File: config.mk
export PLATFORM = sky130hd
export DESIGN_NAME = mem_copy_master
export DESIGN_NICKNAME = d
export VERILOG_FILES = /design/src/rtl/mem_copy_master.sv
export SDC_FILE = /design/constraint.sdc
export NUM_CORES = 1
export LEC_CHECK = 0
export BUFFER_PORTS_ARGS = -buffer_cell sky130_fd_sc_hd__buf_2
export CAP_MARGIN = 5
export CORE_MARGIN = 2
export CORE_UTILIZATION = 40
export CTS_CLUSTER_SIZE = 20
export DETAILED_ROUTE_END_ITERATION = 6
export PLACE_DENSITY = 0.63
export SYNTH_ARGS = -nofsm -noshare
export SYNTH_HDL_FRONTEND = slang
export SYNTH_SLANG_ARGS = --single-unit
export TNS_END_PERCENT = 100
File: constraint.sdc
create_clock -name clk -period 9.9 [get_ports clk]
set_input_delay 1.98 -clock clk [delete_from_list [all_inputs] [get_ports clk]]
set_output_delay 1.98 -clock clk [all_outputs]
set_load 0.01 [all_outputs]
File: src/rtl/mem_copy_master.sv
// mem_copy_master: bus-initiator engine on the picorv32 native memory interface.
// It accepts a single command and then copies LEN words from SRC to DST, or
// fills LEN words at DST with a constant. It checks that the addresses are
// word aligned, and a per-transaction watchdog guards every bus request.
// Every output comes straight from a register. Each register is loaded from
// the next-state value computed in one combinational block.
module mem_copy_master #(
    parameter int LEN_W   = 16,
    parameter int TIMEOUT = 256
) (
    input  logic             clk,
    input  logic             reset,
    input  logic             cmd_valid,
    output logic             cmd_ready,
    input  logic             cmd_mode,
    input  logic [31:0]      cmd_src,
    input  logic [31:0]      cmd_dst,
    input  logic [LEN_W-1:0] cmd_len,
    input  logic [31:0]      cmd_fill,
    output logic             busy,
    output logic             done,
    output logic             err,
    output logic [LEN_W-1:0] words_done,
    output logic             mem_valid,
    output logic             mem_instr,
    input  logic             mem_ready,
    output logic [31:0]      mem_addr,
    output logic [31:0]      mem_wdata,
    output logic [3:0]       mem_wstrb,
    input  logic [31:0]      mem_rdata
);

    // The watchdog counts wait cycles 0..TIMEOUT-1. The request is abandoned
    // when one more cycle passes without ready while the count is at the top.
    localparam int WD_W = (TIMEOUT < 2) ? 1 : $clog2(TIMEOUT);
    localparam logic [WD_W-1:0] WD_LAST = WD_W'(TIMEOUT - 1);

    typedef enum logic [2:0] {
        ST_IDLE = 3'd0,
        ST_RD   = 3'd1,
        ST_WR   = 3'd2,
        ST_GAP  = 3'd3,
        ST_FIN  = 3'd4
    } state_t;

    state_t            state_r, state_s;
    state_t            after_r, after_s;
    logic              mode_r, mode_s;
    logic [31:0]       src_ptr_r, src_ptr_s;
    logic [31:0]       dst_ptr_r, dst_ptr_s;
    logic [LEN_W-1:0]  remain_r, remain_s;
    logic [31:0]       fill_r, fill_s;
    logic [31:0]       buf_r, buf_s;
    logic [LEN_W-1:0]  words_r, words_s;
    logic [WD_W-1:0]   wd_cnt_r, wd_cnt_s;
    logic              misalign_s;
    logic              err_s;

    logic              cmd_ready_r, busy_r, done_r, err_r, mem_valid_r;
    logic [31:0]       mem_addr_r, mem_wdata_r;
    logic [3:0]        mem_wstrb_r;
    logic              mem_valid_s;
    logic [31:0]       mem_addr_s, mem_wdata_s;
    logic [3:0]        mem_wstrb_s;

    // Next-state, datapath and watchdog decisions for the transfer sequencer
    always_comb begin
        state_s    = state_r;
        after_s    = after_r;
        mode_s     = mode_r;
        src_ptr_s  = src_ptr_r;
        dst_ptr_s  = dst_ptr_r;
        remain_s   = remain_r;
        fill_s     = fill_r;
        buf_s      = buf_r;
        words_s    = words_r;
        wd_cnt_s   = {WD_W{1'b0}};
        err_s      = 1'b0;
        misalign_s = (cmd_dst[1:0] != 2'b00) ||
                     ((cmd_mode == 1'b0) && (cmd_src[1:0] != 2'b00));
        case (state_r)
            ST_IDLE: begin
                if (cmd_valid) begin
                    mode_s    = cmd_mode;
                    src_ptr_s = cmd_src;
                    dst_ptr_s = cmd_dst;
                    remain_s  = cmd_len;
                    fill_s    = cmd_fill;
                    words_s   = {LEN_W{1'b0}};
                    if (misalign_s || (cmd_len == {LEN_W{1'b0}})) begin
                        // Nothing to move: report straight away, no bus activity
                        state_s = ST_FIN;
                        err_s   = misalign_s;
                    end else if (cmd_mode) begin
                        state_s = ST_WR;
                    end else begin
                        state_s = ST_RD;
                    end
                end else begin
                    state_s = ST_IDLE;
                end
            end
            ST_RD: begin
                if (mem_ready) begin
                    buf_s     = mem_rdata;
                    src_ptr_s = src_ptr_r + 32'd4;
                    after_s   = ST_WR;
                    state_s   = ST_GAP;
                end else if (wd_cnt_r == WD_LAST) begin
                    state_s = ST_FIN;
                    err_s   = 1'b1;
                end else begin
                    wd_cnt_s = wd_cnt_r + {{(WD_W-1){1'b0}}, 1'b1};
                end
            end
            ST_WR: begin
                if (mem_ready) begin
                    dst_ptr_s = dst_ptr_r + 32'd4;
                    words_s   = words_r + {{(LEN_W-1){1'b0}}, 1'b1};
                    remain_s  = remain_r - {{(LEN_W-1){1'b0}}, 1'b1};
                    if (remain_r == {{(LEN_W-1){1'b0}}, 1'b1}) begin
                        state_s = ST_FIN;
                    end else begin
                        after_s = mode_r ? ST_WR : ST_RD;
                        state_s = ST_GAP;
                    end
                end else if (wd_cnt_r == WD_LAST) begin
                    state_s = ST_FIN;
                    err_s   = 1'b1;
                end else begin
                    wd_cnt_s = wd_cnt_r + {{(WD_W-1){1'b0}}, 1'b1};
                end
            end
            ST_GAP: begin
                state_s = after_r;
            end
            ST_FIN: begin
                state_s = ST_IDLE;
            end
            default: begin
                state_s = ST_IDLE;
            end
        endcase
    end

    // Bus request fields for the state about to be entered; held while idle-on-bus
    always_comb begin
        mem_valid_s = 1'b0;
        mem_addr_s  = mem_addr_r;
        mem_wdata_s = 32'd0;
        mem_wstrb_s = 4'b0000;
        if (state_s == ST_RD) begin
            mem_valid_s = 1'b1;
            mem_addr_s  = src_ptr_s;
        end else if (state_s == ST_WR) begin
            mem_valid_s = 1'b1;
            mem_addr_s  = dst_ptr_s;
            mem_wdata_s = mode_s ? fill_s : buf_s;
            mem_wstrb_s = 4'b1111;
        end else begin
            mem_valid_s = 1'b0;
        end
    end

    // Sequencer state, datapath registers and registered outputs
    always_ff @(posedge clk or posedge reset) begin
        if (reset) begin
            state_r     <= ST_IDLE;
            after_r     <= ST_IDLE;
            mode_r      <= 1'b0;
            src_ptr_r   <= 32'd0;
            dst_ptr_r   <= 32'd0;
            remain_r    <= {LEN_W{1'b0}};
            fill_r      <= 32'd0;
            buf_r       <= 32'd0;
            words_r     <= {LEN_W{1'b0}};
            wd_cnt_r    <= {WD_W{1'b0}};
            cmd_ready_r <= 1'b1;
            busy_r      <= 1'b0;
            done_r      <= 1'b0;
            err_r       <= 1'b0;
            mem_valid_r <= 1'b0;
            mem_addr_r  <= 32'd0;
            mem_wdata_r <= 32'd0;
            mem_wstrb_r <= 4'b0000;
        end else begin
            state_r     <= state_s;
            after_r     <= after_s;
            mode_r      <= mode_s;
            src_ptr_r   <= src_ptr_s;
            dst_ptr_r   <= dst_ptr_s;
            remain_r    <= remain_s;
            fill_r      <= fill_s;
            buf_r       <= buf_s;
            words_r     <= words_s;
            wd_cnt_r    <= wd_cnt_s;
            cmd_ready_r <= (state_s == ST_IDLE);
            busy_r      <= (state_s != ST_IDLE);
            done_r      <= (state_s == ST_FIN);
            err_r       <= (state_s == ST_FIN) ? err_s : 1'b0;
            mem_valid_r <= mem_valid_s;
            mem_addr_r  <= mem_addr_s;
            mem_wdata_r <= mem_wdata_s;
            mem_wstrb_r <= mem_wstrb_s;
        end
    end

    assign cmd_ready  = cmd_ready_r;
    assign busy       = busy_r;
    assign done       = done_r;
    assign err        = err_r;
    assign words_done = words_r;
    assign mem_valid  = mem_valid_r;
    assign mem_instr  = 1'b0;
    assign mem_addr   = mem_addr_r;
    assign mem_wdata  = mem_wdata_r;
    assign mem_wstrb  = mem_wstrb_r;

endmodule

Word level (Yosys, flattened, before mapping). Index checks and enable logic that the tools add are counted.

Equal/unequal tests: 12. Muxes and demuxes: 49. Add/subtract/negate cells: 5. Multiply operators: 0. Divide/modulo/power cells: 0. Order comparisons: 0. Reductions and logical operators: 15. Bitwise logic cells: 1. Shift-type cells: 0.

Operators with widths (count): 32-bit 2-to-1 mux (13); 32-bit one-hot mux with 2 select lines (2); 32-bit by 3-bit adder with 32-bit output (second input constant) (2); 16-bit 2-to-1 mux (4); 16-bit one-hot mux with 2 select lines (2); 3-bit 2-to-1 mux (9); 8-bit 2-to-1 mux (3); 16-bit by 1-bit adder with 16-bit output (second input constant) (1); 16-bit by 1-bit equality test with 1-bit output (second input constant) (1); 16-bit zero test (1); 16-bit by 1-bit subtractor with 16-bit output (second input constant) (1); 3-bit one-hot mux with 4 select lines (1); 2-bit nonzero test (5); 3-bit by 2-bit equality test with 1-bit output (second input constant) (3); 1-bit 2-to-1 mux (9); 8-bit by 1-bit adder with 8-bit output (second input constant) (1); 8-bit equality test (second input constant) (1); 4-bit 2-to-1 mux (2); 2-bit inequality test (second input constant) (4); 3-bit by 1-bit equality test with 1-bit output (second input constant) (2); 3-bit zero test (2); 3-bit one-hot mux with 2 select lines (1); 2-bit 2-to-1 mux (2); 4-bit AND reduction (1); 8 further kinds (9).

Logic and storage cells: 100. Memory bits (read-only): 0. Bits in latches: 0. Flip-flop bits (word level): 248. Output and inout port bits: 90. Memory bits (writable): 0. Memories kept: 0.

Longest topological paths before layout.
Depth in word-level cells: 10. Depth in mapped cells: 9. Mapped depth without buffers: 7.

Least setup slack after synthesis. No wires, ideal clock.

Path kind: in2reg. From: in cmd_len[11]. To: reg mem_addr_r[4] (netlist: mem_addr[4]). Buffers on the path: 2. Library setup time: 0.126 ns. Required time: 9.774 ns. Stages: 8. Slack: 6.030 ns. Data arrival time: 3.744 ns. Cells stage by stage: nor4_1 nand4_1 and3b_1 o41ai_1 buf_2 buf_1 nor2b_1 a221o_1.

Word-level cells in the longest chain between the ends: 7.

Ends and longest elaborated chain: start: declaration (line 18) `input logic [LEN_W-1:0] cmd_len,`; 16-bit zero test * (line 90) `if (misalign_s || (cmd_len == {LEN_W{1'b0}})) begin`; 1-bit logical OR * (line 90); 3-bit 2-to-1 mux * (line 90); 3-bit 2-to-1 mux * (line 83) `if (cmd_valid) begin`; 3-bit one-hot mux with 4 select lines * (line 81) `case (state_r)`; 3-bit by 1-bit equality test with 1-bit output / 3-bit by 2-bit equality test with 1-bit output (equally long branches) (line 152, 155); 32-bit 2-to-1 mux / 2-bit nonzero test (equally long branches); end signal: assignment (line 202) `mem_addr_r <= mem_addr_s;`; end: declaration (line 60) `logic [31:0] mem_addr_r, mem_wdata_r;`.

Every way passes the cells marked *; elsewhere a longest branch is shown, timed or not. A chain may end at the register's enable or synchronous reset.

Final worst setup path.
From: in cmd_len[11]. To: reg mem_addr_r[0] (netlist: mem_addr[0]).

The elaborated chain is that of the path after synthesis.

==> run metrics <==
Tmin final 4.362 ns; main combinational cell family by area after synthesis simple AND/OR/NAND/NOR gates; grt peak-use layer met2; starting density of the core between 40% and 50%; post-synthesis mux area share less than 1%; WL final 35070 um; synth top area cells dfrtp_1 (52%), nand2_1 (12%), a221o_1 (3.7%), a21oi_1 (2.8%), nand3_1 (2.4%); Worst EP arrival between 4 and 5 ns; Slew Limit Fails 0; number of fill cells approximately 2800; R2R setup slack approximately 6.5 ns; largest net degree at the start of global routing slightly above 100; part of the Yosys area used for sequential elements around 52%; root buffer cell clkbuf_16; number of library cell types mapped by synthesis 76; Final setup viols 0; YS warnings 0; number of port buffers 237; Layout Utilization around half; crit-path max FO 56; Compound-Gate Fraction of Synth Area roughly 16%; Post-Synth Adder-Cell Area 0.6372%; Multi-input gate area 5264 sq um; CP Class input pin to flop; total track usage ~22%; xor and xnor area share after synthesis about 1.7%; #FFs+latches synth between 200 and 250; post-synthesis cell area about 12000 sq um; Post-Syn Instances around 1300; Place WS ~5 ns; Worst EP required about 10 ns; DRT iter0 DRCs around 740; grt met3 use between 4 and 5%; clock latency on the worst-skew pair 0.52 ns; ys flop type dfrtp_1; Critical Path Start Type input pin; area grow syn2layout 19.01%; drt pass-1 iters 5; f_max around 230 MHz; Post-Syn Nets 1439; fraction of layout cells with a size suffix above 1 between 20% and 30%; Synth top cells by count nand2_1 (364), dfrtp_1 (243), a21oi_1 (65), nor2_1 (62), nand3_1 (57); HP Class flop to flop; Post-CTS Hold Buffers 0; global-route met1 utilization between 30 and 40%; LEAKAGE between 6 and 7 nW; total CTS buffers 27; initial antenna violation count 3; Power Density a little over 300 nW/um^2; number of synthesized flops with an enable pin 0; top-area cell type share of the netlist area between 50% and 60%; flip-flop and latch area just over 6000 sq um; status complete, no violations; grt total ovfl 0; Final WS setup around 5.5 ns; post-route ant nets 0; CP endpoint kind flop; first-pass GRT wire length roughly 55000 um; htree depth 1; cell taking the most area after synthesis dfrtp_1; post-cts resize count 0; Avg WL per Cell ~19 um; Avg Cell Area, Syn slightly above 9 sq um; Sum Neg Setup Slack 0 ns; Die Y 175.6 um; Core ar. 28860 sq um; CTS tree done; Synth Area in Simple Gates ~26%; worst ir drop on vdd around 0.15 mV; CTS sink count ~240; Least-Margin Pin Slew 1.139 ns; nets 1637; met2 GRT Util between 30 and 40%; final worst-path cycle share about 44%; DPL Wire Length about 25000 um; Max Cap Violations 0; total die area between 30000 and 40000 sq um; CTS clk-pin slew, worst paths approximately 0.060 ns; RSZ-0062 raised after global routing false; Post-CTS Repair Setup Buffers 0; vias in the first global route roughly 10000; Rows 62; IO Pins between 200 and 250; placer congestion estimate about 0.87; Residual DRC 0; Async S/R FF share, synth between 90% and 100%; Die Wd 175.6 um; Max clock buf depth 3; Hold Fails Final Rpt 0; Fin Clk Skew 0.008181 ns; Via density between 5 and 6; worst hold slack roughly 0.47 ns; most frequent cell after synthesis nand2_1; vias after detailed routing around 10000; Worst slew margin between 20% and 30%
==> through the flow <==
| stage | instance area [sq um] | total power, W | std cells |
|---|---|---|---|
| after floorplan | 11780 | 0.002886 | 1284 |
| after global placement | 13200 | 0.003408 | 1837 |
| after detailed placement | 13200 | 0.003436 | 1837 |
| after CTS | 14020 | 0.004392 | 1886 |
| after global routing | 14020 | 0.004687 | 1886 |
| final | 14020 | 0.004374 | 1887 |
==> final cells by class <==
| type | instances | share of cell area (%) |
|---|---|---|
| Timing Repair Buffer | 249 | 9.102 |
| Sequential cell | 244 | 43.56 |
| Multi-Input combinational cell | 944 | 37.54 |
| Antenna cell | 1 | 0.01785 |
| Inverter | 16 | 0.4819 |
| Tap cell | 384 | 3.427 |
| Clock buffer | 41 | 5.551 |
| Clock inverter | 8 | 0.3213 |
==> path summary, 6_finish.rpt <==
check	from	end	cells after the start
min	fill_r[15]$_DFF_PP0_	fill_r[15]$_DFF_PP0_	2
max	cmd_len[11]	mem_addr[0]$_DFFE_PP0P_	8
min reg2reg	fill_r[15]$_DFF_PP0_	fill_r[15]$_DFF_PP0_	2
max in group asynchronous	reset	fill_r[11]$_DFF_PP0_	3
max reg2reg	state_r[1]$_DFF_PP0_	mem_addr[0]$_DFFE_PP0P_	7
min in group asynchronous	reset	buf_r[26]$_DFF_PP0_	2
==> state kept, by name, summed over array words and instances, names as in the netlist, 2 cells and up <==
signal,count
after_r,2
buf_r,32
dst_ptr_r,32
fill_r,32
mem_addr,32
mem_wdata,32
remain_r,16
src_ptr_r,32
state_r,3
wd_cnt_r,8
words_done,16
==> worst max-delay path: stages <==
cell and delay, ns:
buf_2 0.10, nor4_1 0.32, nand4_1 0.28, and3b_1 0.26
o41ai_2 0.32, buf_4 0.57, inv_1 0.44, a221o_1 0.45
==> kinds of logic (layout without fill, tap and decap cells) <==
logic type / count (synthesis) / in the layout
simple gates: 644 / 644
mux: 6 / 6
compound gates: 264 / 264
flops: 244 / 244
fa+ha+maj: 6 / 6
other cells: 1 / 2
xor+xnor: 23 / 23
buf+inv: 96 / 314
==> cell usage in the layout (no fill, tap or decap), types with 4 or more instances in the layout <==
master / synthesis / final
o211ai_1: 15 / 15
nand3_1: 57 / 57
clkbuf_8: 0 / 5
and4_1: 10 / 10
buf_2: 18 / 237
nor4_1: 13 / 13
nand4b_1: 5 / 5
clkbuf_1: 43 / 9
xor2_1: 15 / 15
a21oi_1: 65 / 65
or2_2: 5 / 5
clkinv_2: 0 / 6
xnor2_1: 8 / 8
buf_4: 4 / 12
inv_1: 16 / 15
or4_1: 10 / 10
a21o_1: 4 / 4
and3_1: 12 / 12
ha_1: 6 / 6
o21a_1: 7 / 7
nor2b_1: 14 / 14
o311ai_0: 16 / 16
a22o_1: 4 / 4
nand4_1: 19 / 19
a221o_1: 43 / 43
dfrtp_1: 243 / 243
o21ai_0: 41 / 40
nor2_1: 62 / 62
a22oi_1: 15 / 15
mux2_2: 4 / 4
a41oi_1: 5 / 5
nor3_1: 24 / 24
and2_1: 17 / 17
nand2_1: 364 / 364
o22ai_1: 5 / 5
clkbuf_16: 0 / 27
o22a_1: 4 / 4
a31oi_1: 14 / 14
or3_1: 9 / 9
==> where the power goes <==
group / switching [W] / internal [W] / total [W]
Clock: 0.000401 / 0.000540 / 0.000941
Combinational: 0.00109 / 0.000622 / 0.00172
Sequential: 0.000307 / 0.00141 / 0.00172
==> per-layer routing <==
layer / up-vias / part of all wire (%)
met4: 4 / 1.9
met2: 408 / 44
li1: 4987 / -
met3: 43 / 8.3
met5: - / 0.077
met1: 5010 / 46
Power figures use the tool's default switching activity.
